<file path="config.mk">
export PLATFORM = sky130hd
export DESIGN_NAME = control_sequencer_flat
export DESIGN_NICKNAME = d
export VERILOG_FILES = /design/src/rtl/control_sequencer_if.sv /design/src/rtl/control_sequencer.sv /design/src/flat_wrapper.sv
export SDC_FILE = /design/constraint.sdc
export NUM_CORES = 1
export LEC_CHECK = 0
export CAP_MARGIN = 15
export CORE_MARGIN = 2
export CORE_UTILIZATION = 51
export CTS_BUF_LIST = sky130_fd_sc_hd__clkbuf_16
export DETAILED_ROUTE_END_ITERATION = 8
export PLACE_DENSITY = 0.86
export SKIP_CTS_REPAIR_TIMING = 1
export SYNTH_ARGS = -nofsm -noshare
export SYNTH_HDL_FRONTEND = slang
export SYNTH_SLANG_ARGS = --single-unit
</file>
<file path="constraint.sdc">
create_clock -name clk -period 6.4 [get_ports clk]
set_input_delay 1.28 -clock clk [delete_from_list [all_inputs] [get_ports clk]]
set_output_delay 1.28 -clock clk [all_outputs]
set_load 0.02 [all_outputs]
</file>
<file path="src/rtl/control_sequencer_if.sv">
// Signal bundle between the hardwired control sequencer and the datapath CPU:
// status inputs towards the sequencer and every control strobe it drives back.
interface control_sequencer_if #(
    parameter int OPW = 5
);
    logic           run_in;
    logic [OPW-1:0] ir_op;
    logic           mem_ready;
    logic [9:0]     bus_sel;
    logic [9:0]     reg_ld;
    logic [2:0]     gr_sel;
    logic [12:0]    alu_op;
    logic           IncPC;
    logic           Read;
    logic           read_mem;
    logic           CON_RESET;
    logic           running;
    logic           halted;
    logic [2:0]     step;

    modport master (
        input  run_in, ir_op, mem_ready,
        output bus_sel, reg_ld, gr_sel, alu_op, IncPC, Read, read_mem,
               CON_RESET, running, halted, step
    );

    modport slave (
        output run_in, ir_op, mem_ready,
        input  bus_sel, reg_ld, gr_sel, alu_op, IncPC, Read, read_mem,
               CON_RESET, running, halted, step
    );
endinterface

</file>
<file path="src/rtl/control_sequencer.sv">
// Hardwired micro-sequencer: fetch in T0-T2, then opcode-driven execute steps T3-T6.
// Control strobes are a pure decode of the registered state (plus the IR opcode from T3 on).
module control_sequencer #(
    parameter int OPW           = 5,
    parameter int MULDIV_CYCLES = 1,
    parameter int MEM_TIMEOUT   = 0
) (
    input  logic                clk,
    input  logic                reset,
    control_sequencer_if.master cs
);
    typedef enum logic [3:0] {
        S_RST, S_IDLE, S_T0, S_T1, S_T2, S_T3, S_T4, S_T5, S_T6, S_HALT
    } state_t;

    typedef enum logic [2:0] {
        C_NONE, C_LDI, C_RTYPE, C_IMM, C_MULDIV, C_UNARY, C_MOVE, C_HALT
    } cls_t;

    localparam logic [OPW-1:0] OP_LDI  = OPW'(5'b00001);
    localparam logic [OPW-1:0] OP_ADD  = OPW'(5'b00011);
    localparam logic [OPW-1:0] OP_SUB  = OPW'(5'b00100);
    localparam logic [OPW-1:0] OP_AND  = OPW'(5'b00101);
    localparam logic [OPW-1:0] OP_OR   = OPW'(5'b00110);
    localparam logic [OPW-1:0] OP_ROR  = OPW'(5'b00111);
    localparam logic [OPW-1:0] OP_ROL  = OPW'(5'b01000);
    localparam logic [OPW-1:0] OP_SHR  = OPW'(5'b01001);
    localparam logic [OPW-1:0] OP_SHRA = OPW'(5'b01010);
    localparam logic [OPW-1:0] OP_SHL  = OPW'(5'b01011);
    localparam logic [OPW-1:0] OP_ADDI = OPW'(5'b01100);
    localparam logic [OPW-1:0] OP_ANDI = OPW'(5'b01101);
    localparam logic [OPW-1:0] OP_ORI  = OPW'(5'b01110);
    localparam logic [OPW-1:0] OP_DIV  = OPW'(5'b01111);
    localparam logic [OPW-1:0] OP_MUL  = OPW'(5'b10000);
    localparam logic [OPW-1:0] OP_NEG  = OPW'(5'b10001);
    localparam logic [OPW-1:0] OP_NOT  = OPW'(5'b10010);
    localparam logic [OPW-1:0] OP_IN   = OPW'(5'b10110);
    localparam logic [OPW-1:0] OP_OUT  = OPW'(5'b10111);
    localparam logic [OPW-1:0] OP_MFHI = OPW'(5'b11000);
    localparam logic [OPW-1:0] OP_MFLO = OPW'(5'b11001);
    localparam logic [OPW-1:0] OP_HALT = OPW'(5'b11011);

    // Bit positions inside the control vectors
    localparam int BS_BA = 9, BS_R = 8, BS_C = 7, BS_IN = 6, BS_MDR = 5;
    localparam int BS_ZLO = 3, BS_ZHI = 2, BS_LO = 1, BS_HI = 0;
    localparam int LD_OUT = 9, LD_R = 8, LD_MDR = 7, LD_MAR = 6, LD_Y = 5;
    localparam int LD_Z = 4, LD_IR = 3, LD_PC = 2, LD_LO = 1, LD_HI = 0;
    localparam int GR_C = 2, GR_B = 1, GR_A = 0;
    localparam logic [12:0] ALU_NOT  = 13'h1000, ALU_NEG = 13'h0800, ALU_ROL = 13'h0400;
    localparam logic [12:0] ALU_ROR  = 13'h0200, ALU_SHL = 13'h0100, ALU_SHRA = 13'h0080;
    localparam logic [12:0] ALU_SHR  = 13'h0040, ALU_DIV = 13'h0020, ALU_MUL = 13'h0010;
    localparam logic [12:0] ALU_SUB  = 13'h0008, ALU_ADD = 13'h0004, ALU_OR = 13'h0002;
    localparam logic [12:0] ALU_AND  = 13'h0001;

    localparam int MD_W = $clog2(MULDIV_CYCLES + 1) + 1;
    localparam int MT_W = $clog2(MEM_TIMEOUT + 1) + 1;
    localparam logic [MD_W-1:0] MD_LAST = MD_W'(MULDIV_CYCLES - 1);
    localparam logic [MT_W-1:0] MT_LAST = (MEM_TIMEOUT > 0) ? MT_W'(MEM_TIMEOUT - 1) : '0;

    function automatic cls_t op_class(input logic [OPW-1:0] op);
        case (op)
            OP_LDI:                                  return C_LDI;
            OP_ADD, OP_SUB, OP_AND, OP_OR, OP_ROR,
            OP_ROL, OP_SHR, OP_SHRA, OP_SHL:         return C_RTYPE;
            OP_ADDI, OP_ANDI, OP_ORI:                return C_IMM;
            OP_DIV, OP_MUL:                          return C_MULDIV;
            OP_NEG, OP_NOT:                          return C_UNARY;
            OP_IN, OP_OUT, OP_MFHI, OP_MFLO:         return C_MOVE;
            OP_HALT:                                 return C_HALT;
            default:                                 return C_NONE;
        endcase
    endfunction

    // Immediate forms reuse the ALU function of their register counterpart
    function automatic logic [12:0] alu_of(input logic [OPW-1:0] op);
        case (op)
            OP_ADD, OP_ADDI: return ALU_ADD;
            OP_SUB:          return ALU_SUB;
            OP_AND, OP_ANDI: return ALU_AND;
            OP_OR, OP_ORI:   return ALU_OR;
            OP_ROR:          return ALU_ROR;
            OP_ROL:          return ALU_ROL;
            OP_SHR:          return ALU_SHR;
            OP_SHRA:         return ALU_SHRA;
            OP_SHL:          return ALU_SHL;
            OP_DIV:          return ALU_DIV;
            OP_MUL:          return ALU_MUL;
            OP_NEG:          return ALU_NEG;
            OP_NOT:          return ALU_NOT;
            default:         return 13'h0000;
        endcase
    endfunction

    state_t            state_r, state_nx_s, boundary_s;
    logic [OPW-1:0]    op_r, op_s;
    logic [MD_W-1:0]   md_cnt_r;
    logic [MT_W-1:0]   mem_cnt_r;
    cls_t              cls_s;
    logic [12:0]       alu_s;
    logic              mem_to_s;

    logic [9:0]  bus_sel_s, reg_ld_s;
    logic [2:0]  gr_sel_s, step_s;
    logic [12:0] alu_op_s;
    logic        inc_pc_s, read_s, con_reset_s, running_s, halted_s;

    // The IR opcode is live in T3; later steps use the copy captured there
    assign op_s     = (state_r == S_T3) ? cs.ir_op : op_r;
    assign cls_s    = op_class(op_s);
    assign alu_s    = alu_of(op_s);
    assign mem_to_s = (MEM_TIMEOUT > 0) && (mem_cnt_r == MT_LAST);

    // State, captured opcode and stall/iteration counters
    always_ff @(posedge clk or posedge reset) begin
        if (reset) begin
            state_r   <= S_RST;
            op_r      <= '0;
            md_cnt_r  <= '0;
            mem_cnt_r <= '0;
        end else begin
            state_r   <= state_nx_s;
            op_r      <= (state_r == S_T3) ? cs.ir_op : op_r;
            md_cnt_r  <= (state_r == S_T4 && state_nx_s == S_T4) ? md_cnt_r + MD_W'(1) : '0;
            mem_cnt_r <= (state_r == S_T1 && state_nx_s == S_T1) ? mem_cnt_r + MT_W'(1) : '0;
        end
    end

    // Next-state: run_in is only consulted at instruction boundaries
    always_comb begin
        state_nx_s = state_r;
        boundary_s = cs.run_in ? S_T0 : S_IDLE;
        case (state_r)
            S_RST:  state_nx_s = S_IDLE;
            S_IDLE: begin
                if (cs.run_in) state_nx_s = S_T0;
                else           state_nx_s = S_IDLE;
            end
            S_T0:   state_nx_s = S_T1;
            S_T1: begin
                if (cs.mem_ready || mem_to_s) state_nx_s = S_T2;
                else                          state_nx_s = S_T1;
            end
            S_T2:   state_nx_s = S_T3;
            S_T3: begin
                case (cls_s)
                    C_HALT:                                   state_nx_s = S_HALT;
                    C_LDI, C_RTYPE, C_IMM, C_MULDIV, C_UNARY: state_nx_s = S_T4;
                    default:                                  state_nx_s = boundary_s;
                endcase
            end
            S_T4: begin
                case (cls_s)
                    C_LDI, C_RTYPE, C_IMM: state_nx_s = S_T5;
                    C_MULDIV: state_nx_s = (md_cnt_r == MD_LAST) ? S_T5 : S_T4;
                    default:  state_nx_s = boundary_s;
                endcase
            end
            S_T5: begin
                if (cls_s == C_MULDIV) state_nx_s = S_T6;
                else                   state_nx_s = boundary_s;
            end
            S_T6:   state_nx_s = boundary_s;
            S_HALT: state_nx_s = S_HALT;
            default: state_nx_s = S_RST;
        endcase
    end

    // Control strobe decode from the current step and instruction class
    always_comb begin
        bus_sel_s   = 10'b0;
        reg_ld_s    = 10'b0;
        gr_sel_s    = 3'b0;
        alu_op_s    = 13'b0;
        inc_pc_s    = 1'b0;
        read_s      = 1'b0;
        con_reset_s = 1'b0;
        running_s   = 1'b0;
        halted_s    = 1'b0;
        step_s      = 3'd7;
        case (state_r)
            S_RST:  con_reset_s = 1'b1;
            S_IDLE: step_s = 3'd7;
            S_T0: begin
                step_s = 3'd0; running_s = 1'b1; inc_pc_s = 1'b1;
                reg_ld_s[LD_MAR] = 1'b1; reg_ld_s[LD_PC] = 1'b1;
            end
            S_T1: begin
                step_s = 3'd1; running_s = 1'b1; read_s = 1'b1;
                reg_ld_s[LD_MDR] = 1'b1;
            end
            S_T2: begin
                step_s = 3'd2; running_s = 1'b1;
                bus_sel_s[BS_MDR] = 1'b1; reg_ld_s[LD_IR] = 1'b1;
            end
            S_T3: begin
                step_s = 3'd3; running_s = 1'b1;
                case (cls_s)
                    C_LDI: begin
                        gr_sel_s[GR_B] = 1'b1; bus_sel_s[BS_BA] = 1'b1; reg_ld_s[LD_Y] = 1'b1;
                    end
                    C_RTYPE, C_IMM: begin
                        gr_sel_s[GR_B] = 1'b1; bus_sel_s[BS_R] = 1'b1; reg_ld_s[LD_Y] = 1'b1;
                    end
                    C_MULDIV: begin
                        gr_sel_s[GR_A] = 1'b1; bus_sel_s[BS_R] = 1'b1; reg_ld_s[LD_Y] = 1'b1;
                    end
                    C_UNARY: begin
                        gr_sel_s[GR_B] = 1'b1; bus_sel_s[BS_R] = 1'b1;
                        alu_op_s = alu_s; reg_ld_s[LD_Z] = 1'b1;
                    end
                    C_MOVE: begin
                        gr_sel_s[GR_A] = 1'b1;
                        case (op_s)
                            OP_IN:   begin bus_sel_s[BS_IN] = 1'b1; reg_ld_s[LD_R] = 1'b1;   end
                            OP_OUT:  begin bus_sel_s[BS_R]  = 1'b1; reg_ld_s[LD_OUT] = 1'b1; end
                            OP_MFHI: begin bus_sel_s[BS_HI] = 1'b1; reg_ld_s[LD_R] = 1'b1;   end
                            default: begin bus_sel_s[BS_LO] = 1'b1; reg_ld_s[LD_R] = 1'b1;   end
                        endcase
                    end
                    default: step_s = 3'd3;
                endcase
            end
            S_T4: begin
                step_s = 3'd4; running_s = 1'b1;
                case (cls_s)
                    C_LDI: begin
                        bus_sel_s[BS_C] = 1'b1; alu_op_s = ALU_ADD; reg_ld_s[LD_Z] = 1'b1;
                    end
                    C_RTYPE: begin
                        gr_sel_s[GR_C] = 1'b1; bus_sel_s[BS_R] = 1'b1;
                        alu_op_s = alu_s; reg_ld_s[LD_Z] = 1'b1;
                    end
                    C_IMM: begin
                        bus_sel_s[BS_C] = 1'b1; alu_op_s = alu_s; reg_ld_s[LD_Z] = 1'b1;
                    end
                    C_MULDIV: begin
                        gr_sel_s[GR_B] = 1'b1; bus_sel_s[BS_R] = 1'b1;
                        alu_op_s = alu_s; reg_ld_s[LD_Z] = 1'b1;
                    end
                    C_UNARY: begin
                        bus_sel_s[BS_ZLO] = 1'b1; gr_sel_s[GR_A] = 1'b1; reg_ld_s[LD_R] = 1'b1;
                    end
                    default: step_s = 3'd4;
                endcase
            end
            S_T5: begin
                step_s = 3'd5; running_s = 1'b1; bus_sel_s[BS_ZLO] = 1'b1;
                if (cls_s == C_MULDIV) begin
                    reg_ld_s[LD_LO] = 1'b1;
                end else begin
                    gr_sel_s[GR_A] = 1'b1; reg_ld_s[LD_R] = 1'b1;
                end
            end
            S_T6: begin
                step_s = 3'd6; running_s = 1'b1;
                bus_sel_s[BS_ZHI] = 1'b1; reg_ld_s[LD_HI] = 1'b1;
            end
            S_HALT:  halted_s = 1'b1;
            default: con_reset_s = 1'b1;
        endcase
    end

    assign cs.bus_sel   = bus_sel_s;
    assign cs.reg_ld    = reg_ld_s;
    assign cs.gr_sel    = gr_sel_s;
    assign cs.alu_op    = alu_op_s;
    assign cs.IncPC     = inc_pc_s;
    assign cs.Read      = read_s;
    assign cs.read_mem  = read_s;
    assign cs.CON_RESET = con_reset_s;
    assign cs.running   = running_s;
    assign cs.halted    = halted_s;
    assign cs.step      = step_s;
endmodule

</file>
<file path="src/flat_wrapper.sv">
// flat-port wrapper written by rule: the top's interface ports become plain ports
module control_sequencer_flat 
#(
    parameter int OPW           = 5,
    parameter int MULDIV_CYCLES = 1,
    parameter int MEM_TIMEOUT   = 0
)
  (clk, reset, cs_run_in, cs_ir_op, cs_mem_ready, cs_bus_sel, cs_reg_ld, cs_gr_sel, cs_alu_op, cs_IncPC, cs_Read, cs_read_mem, cs_CON_RESET, cs_running, cs_halted, cs_step);
  control_sequencer_if #(.OPW(OPW)) cs_i ();
  input  logic clk;
  input  logic reset;
  input wire logic [$bits(cs_i.run_in)-1:0] cs_run_in;
  input wire logic [$bits(cs_i.ir_op)-1:0] cs_ir_op;
  input wire logic [$bits(cs_i.mem_ready)-1:0] cs_mem_ready;
  output wire logic [$bits(cs_i.bus_sel)-1:0] cs_bus_sel;
  output wire logic [$bits(cs_i.reg_ld)-1:0] cs_reg_ld;
  output wire logic [$bits(cs_i.gr_sel)-1:0] cs_gr_sel;
  output wire logic [$bits(cs_i.alu_op)-1:0] cs_alu_op;
  output wire logic [$bits(cs_i.IncPC)-1:0] cs_IncPC;
  output wire logic [$bits(cs_i.Read)-1:0] cs_Read;
  output wire logic [$bits(cs_i.read_mem)-1:0] cs_read_mem;
  output wire logic [$bits(cs_i.CON_RESET)-1:0] cs_CON_RESET;
  output wire logic [$bits(cs_i.running)-1:0] cs_running;
  output wire logic [$bits(cs_i.halted)-1:0] cs_halted;
  output wire logic [$bits(cs_i.step)-1:0] cs_step;
  assign cs_i.run_in = cs_run_in;
  assign cs_i.ir_op = cs_ir_op;
  assign cs_i.mem_ready = cs_mem_ready;
  assign cs_bus_sel = cs_i.bus_sel;
  assign cs_reg_ld = cs_i.reg_ld;
  assign cs_gr_sel = cs_i.gr_sel;
  assign cs_alu_op = cs_i.alu_op;
  assign cs_IncPC = cs_i.IncPC;
  assign cs_Read = cs_i.Read;
  assign cs_read_mem = cs_i.read_mem;
  assign cs_CON_RESET = cs_i.CON_RESET;
  assign cs_running = cs_i.running;
  assign cs_halted = cs_i.halted;
  assign cs_step = cs_i.step;
  control_sequencer #(.OPW(OPW), .MULDIV_CYCLES(MULDIV_CYCLES), .MEM_TIMEOUT(MEM_TIMEOUT)) u_core (.clk(clk), .reset(reset), .cs(cs_i));
endmodule
</file>
==> flow_summary.yaml, run 1 <==
floorplan:
  die_h_um: 62.61
  rows: 21
  io-pin-count: 54
  fp.dieW_um: 62.61
  initial_core_util: 0.5291
  design.core.area_mm2: 0.003311
  die-area_mm2: 0.003919
detailed_routing:
  wire_per_inst_um: 14.89
  vias_per_cell: 5.836
  antenna_left: 0
  wl_um: 4719
  drc_errors: 0
  drt_iter0_markers: 117
  vias: 1850
  first_pass_iters: 4
cells_and_area:
  insertedDiodeCount: 0
  area_growth_pct: 30.64
  fillers: 300
  fin_nets: 288
  post-route-util: 0.6912
  mostFrequentLayoutCell: "clkdlybuf4s50_1"
  drive_above_1_share: 0.07749
  mostFrequentLayoutCells: "clkdlybuf4s50_1, nor2_1, o21ai_0, nor3_1"
logic_synthesis:
  synth_top_area_share: 0.1571
  syn_inst: 237
  ys.flop_type: "dfrtp_1"
  ys_warn_count: 0
  synthArstFlopShare: 1.000
  synth_edf_count: 0
  ys_seq_elements: 11
  yosysSeqAreaShare: 0.1571
  synth_area_leaders: "dfrtp_1, ha_1, nor2_1"
  synth_area_per_cell_um2: 7.391
  yosysTopAreaCell: "dfrtp_1"
  syn_nets: 253
  ys_types: 64
  syn_area_mm2: 0.001752
timing:
  tns_ns: 0
  grt_setup_unrepaired: "false"
  hold_viol: 0
  slew_headroom: 0.6361
  tightest_slew_ns: 0.5402
  period_share: 0.9343
  slew_violations: 0
  fin_skew_ns: 0.003637
  fin_crit_ns: 5.980
  setup_viol: 0
  max_freq_ghz: 0.1672
global_route:
  overflow: 0
  grt_pass1_wl_um: 8135
  antenna_found_initial: 0
  grtUsageTotal: 0.2488
  grt_max_degree: 24
  grt_pass1_vias: 1726
setup_path:
  path_class: "in2out"
  path_max_fanout: 10
  critPathLaunchType: "input pin"
  arrival_ns: 4.70
  cp-end-kind: "primary output"
  worstPathRequired_ns: 5.12
clock_tree:
  cts-buffers-inserted: 3
  cts_tree: "done"
  root_buffer: "clkbuf_16"
  clock_latency_ns: 0.23
  htreeDepth: 1
  clk_pin_slew_ns: 0.04
  cts_sinks: 11
  clk_path_buf_depth: 2
power_and_ir_drop:
  p_per_area_mw_per_mm2: 490.9
  vdd.ir_drop.worst_mv: 0.3010
  leakage_uw: 0.0009361
  p_total_uw: 1123
placed_design:
  gp_congestion: 0.9188
  io_buffers: 52
  dpl.hpwl_um: 3542
job:
  maxCapViolations: 0
hold_path:
  hold_class: "reg2reg"
run_status:
  status: "completed"
## cells by family (layout without fill, tap and decap cells)
logic type               count (synthesis)  after routing  synth area share
adder cells (fa/ha/maj)                  7              7           0.05000
AO/OA/AOI/OAI                           57             57            0.2414
buffers and inverters                   38             72            0.1157
AND/OR/NAND/NOR                        112            112            0.3636
other                                    1              1          0.002141
flip-flops                              11             11            0.1571
XOR/XNOR                                 2              2           0.01000
multiplexers                             9              9           0.06000
## final timing paths
kind | startpoint | to | slack [ns] | cells past startpoint
min in group asynchronous | reset | u_core.md_cnt_r[1]$_DFF_PP0_ | 1.34 | 2
max in group asynchronous | reset | u_core.state_r[0]$_DFF_PP0_ | 4.76 | 2
worst max-delay path | cs_ir_op[1] | cs_bus_sel[1] | 0.42 | 11
worst min-delay path | u_core.md_cnt_r[0]$_DFF_PP0_ | u_core.md_cnt_r[0]$_DFF_PP0_ | 0.54 | 2
worst max register to register | u_core.state_r[3]$_DFF_PP0_ | u_core.state_r[1]$_DFF_PP0_ | 2.60 | 12
worst min register to register | u_core.md_cnt_r[0]$_DFF_PP0_ | u_core.md_cnt_r[0]$_DFF_PP0_ | 0.54 | 2
## synthesized netlist by cell type, drive strengths merged, types with 8 or more instances
master,count
o21ai,15
nand3,9
and2,9
and3,8
nor2b,11
nor2,23
nor3,15
clkbuf,10
dfrtp,11
inv,10
a21oi,8
buf,18
nand2,11
## stage by stage
step	hold WS, ns	instances	instance area, um2	worst slack (ns)
floorplan	0.5107	237	1752	1.441
global placement	0.5258	313	2210	0.5019
detailed placement	0.5306	313	2210	0.4771
CTS	0.5356	317	2288	0.4572
global route	0.5675	317	2288	0.1228
finish	0.5353	317	2288	0.4203
## final cells by class
class / instances / area, um2 / share of cell area
Clock buffer: 3 / 75.07 / 0.03280
Inverter: 10 / 37.54 / 0.01640
Clock inverter: 1 / 3.754 / 0.001640
Sequential cell: 11 / 275.3 / 0.1203
Timing Repair Buffer: 58 / 565.5 / 0.2471
Tap cell: 46 / 57.56 / 0.02515
Multi-Input combinational cell: 188 / 1274 / 0.5566
## worst max-delay path: stages
cell and delay (ns):
clkdlybuf4s50_1 0.51, a21o_1 0.25, inv_1 0.10, ha_1 0.27
nor3b_1 0.16, mux2_2 0.32, o31ai_4 0.26, and2_1 0.40
nand4_1 0.26, nor3_1 0.26, clkdlybuf4s50_1 0.64
## routing by layer
| layer | wire length [um] | global-route usage |
|---|---|---|
| met1 | 1985 | 0.3166 |
| met2 | 2379 | 0.4489 |
| met3 | 277 | 0.03423 |
| met4 | 76 | 0.04722 |
| met5 | 0 | 0 |
## registers in the layout, indices dropped and copies added, names as in the netlist
name,count
u_core.op_r,5
u_core.md_cnt_r,2
u_core.state_r,4
## where the power goes
group | internal (uW) | total [uW] | switching [uW]
registers | 95.3 | 123 | 28.0
logic | 348 | 890 | 542
clock network | 81.8 | 111 | 28.8
Note: power is estimated with default switching activity, not from simulation.
==> run 2: changes to the inputs <==
Settings changed: ABC_CLOCK_PERIOD_IN_PS set to 6400.
==> results of run 2 <==
The final DEF is identical to that of run 1; final timing and power are the same.
==> run 3: changes to the inputs <==
Settings changed: CORE_UTILIZATION 51 to 65, DONT_BUFFER_PORTS set to 1, PLACE_DENSITY 0.86 to 0.81.
==> flow_summary.yaml, run 3 (synthesis gave the netlist of run 1 again) <==
setup_path:
  worstPathCellList: "and4bb_1, mux2i_1, inv_1, ha_1, nor3b_1, mux2_2, o31ai_4, and2_1, nand4_1, nor3_1"
  cp-end-kind: "primary output"
  arrival_ns: 4.15
  r2r_cells: 11
  max_stage_delay_ns: 0.62
  r2r_slack_ns: 2.65
  path_max_fanout: 23
  worstPathRequired_ns: 5.12
  critPathLaunchType: "flip-flop"
  crit_slowest_cell: "dfrtp_1"
  path_class: "reg2out"
placed_design:
  dpl.hpwl_um: 3292
  io_buffers: 0
  post-place-ws_ns: 1.129
  post_dp_cell_area_mm2: 0.001657
  gp_congestion: 0.9377
cells_and_area:
  fillers: 206
  reg_top3: "u_core.op_r x5, u_core.state_r x4, u_core.md_cnt_r x2"
  largest_register: "u_core.op_r"
  area_growth_pct: -0.9288
  fin_nets: 233
  largest_reg_flops: 5
  insertedDiodeCount: 0
  mostFrequentLayoutCells: "nor2_1, o21ai_0, nor3_1"
  mostFrequentLayoutCell: "nor2_1"
  drive_above_1_share: 0.09259
  fin_area_mm2: 0.001735
  post-route-util: 0.6880
timing:
  slew_violations: 0
  tns_ns: 0
  fin_crit_ns: 5.426
  hold_viol: 0
  setup_viol: 0
  max_freq_ghz: 0.1843
  slew_headroom: 0.2176
  fin_skew_ns: 0.0006822
  finalWorstSetupSlack_ns: 0.9740
  period_share: 0.8478
  tightest_slew_ns: 1.165
  grt_setup_unrepaired: "false"
detailed_routing:
  vias_per_cell: 6.821
  wire_per_inst_um: 18.19
  first_pass_iters: 4
  antenna_left: 0
  vias: 1678
  wl_um: 4474
  drc_errors: 0
  drt_iter0_markers: 157
floorplan:
  die_h_um: 55.91
  initial_core_util: 0.6944
  io-pin-count: 54
  fp.dieW_um: 55.91
  die-area_mm2: 0.003126
  design.core.area_mm2: 0.002522
  rows: 18
power_and_ir_drop:
  p_per_area_mw_per_mm2: 576.5
  vdd.ir_drop.worst_mv: 0.4049
  power_frac_comb: 0.722
  pwr-share-clk: 0.110
  p_seq_frac: 0.168
  p_sw_uw: 584.9
  swShare: 0.5847
  p_int_uw: 415.5
  leakage_uw: 0.0007405
global_route:
  antenna_found_initial: 0
  grt_pass1_wl_um: 7527
  grtUsageTotal: 0.2953
  grt_max_degree: 24
  overflow: 0
  grt_pass1_vias: 1571
hold_path:
  hold_class: "reg2reg"
  hold_depth: 2
clock_tree:
  clk_pin_slew_ns: 0.04
  root_buffer: "clkbuf_16"
  cts_sinks: 11
  clk_path_buf_depth: 2
  cts_tree: "done"
  clock_latency_ns: 0.23
  cts-buffers-inserted: 3
  htreeDepth: 1
job:
  maxCapViolations: 0
run_status:
  status: "completed"
-- run 3: cell types whose count changed in the layout (fill, tap and decap cells not counted) --
cell / previous run / this run
nor3_1: 14 / 13
buf_4: 6 / 3
clkdlybuf4s50_1: 52 / 0
nor3b_1: 5 / 4
nor3b_2: 1 / 2
nor3_2: 0 / 1
-- run 3: layer usage --
| metal | share of wire | up-vias | track usage |
|---|---|---|---|
| met2 | 0.50 | 90 | 0.5000 |
| met4 | 0.010 | 0 | 0.08163 |
| li1 | - | 800 | - |
| met1 | 0.42 | 778 | 0.3919 |
| met3 | 0.074 | 10 | 0.04419 |
| met5 | 0 | - | 0 |
-- run 3: area by class of cell --
cell class	count	area, um2	share of cell area
Multi-Input combinational cell	188	1284	0.7397
Sequential cell	11	275.3	0.1586
Clock buffer	3	75.07	0.04326
Inverter	10	37.54	0.02163
Tap cell	30	37.54	0.02163
Timing Repair Buffer	3	22.52	0.01298
Clock inverter	1	3.754	0.002163
-- run 3: path summary, 6_finish.rpt --
path                                              startpoint                           end
min in group asynchronous                              reset  u_core.md_cnt_r[0]$_DFF_PP0_
worst min register to register  u_core.md_cnt_r[0]$_DFF_PP0_  u_core.md_cnt_r[0]$_DFF_PP0_
worst max-delay path             u_core.state_r[1]$_DFF_PP0_                 cs_bus_sel[1]
max in group asynchronous                              reset   u_core.state_r[2]$_DFF_PP0_
worst min-delay path            u_core.md_cnt_r[0]$_DFF_PP0_  u_core.md_cnt_r[0]$_DFF_PP0_
worst max register to register   u_core.state_r[1]$_DFF_PP0_   u_core.state_r[1]$_DFF_PP0_
-- run 3: metrics by stage --
step           power (uW)  cells  hold slack (ns)
2_1_floorplan       792.1    237           0.5107
5_1_grt              1080    246           0.5737
4_1_cts             989.2    246           0.5380
3_5_place_dp        873.7    242           0.5332
3_3_place_gp        850.5    242           0.5268
6_report             1000    246           0.5382
-- run 3: power by group through the flow --
stage                     registers [uW]  logic [uW]  clock network [uW]
after global placement               160         690                   0
after detailed placement             165         708                   0
after floorplan                      106         686                   0
after CTS                            166         711                 112
final                                168         723                 110
after global routing                 177         787                 116
-- run 3: worst max-delay path: cells and delay by family, from the launching register on --
family / cells / cell delay, ns
AO/OA/AOI/OAI: 1 / 0.26
adder cells (fa/ha/maj): 1 / 0.28
flip-flops: 1 / 0.62
AND/OR/NAND/NOR: 5 / 1.87
multiplexers: 2 / 0.71
buffers and inverters: 1 / 0.16
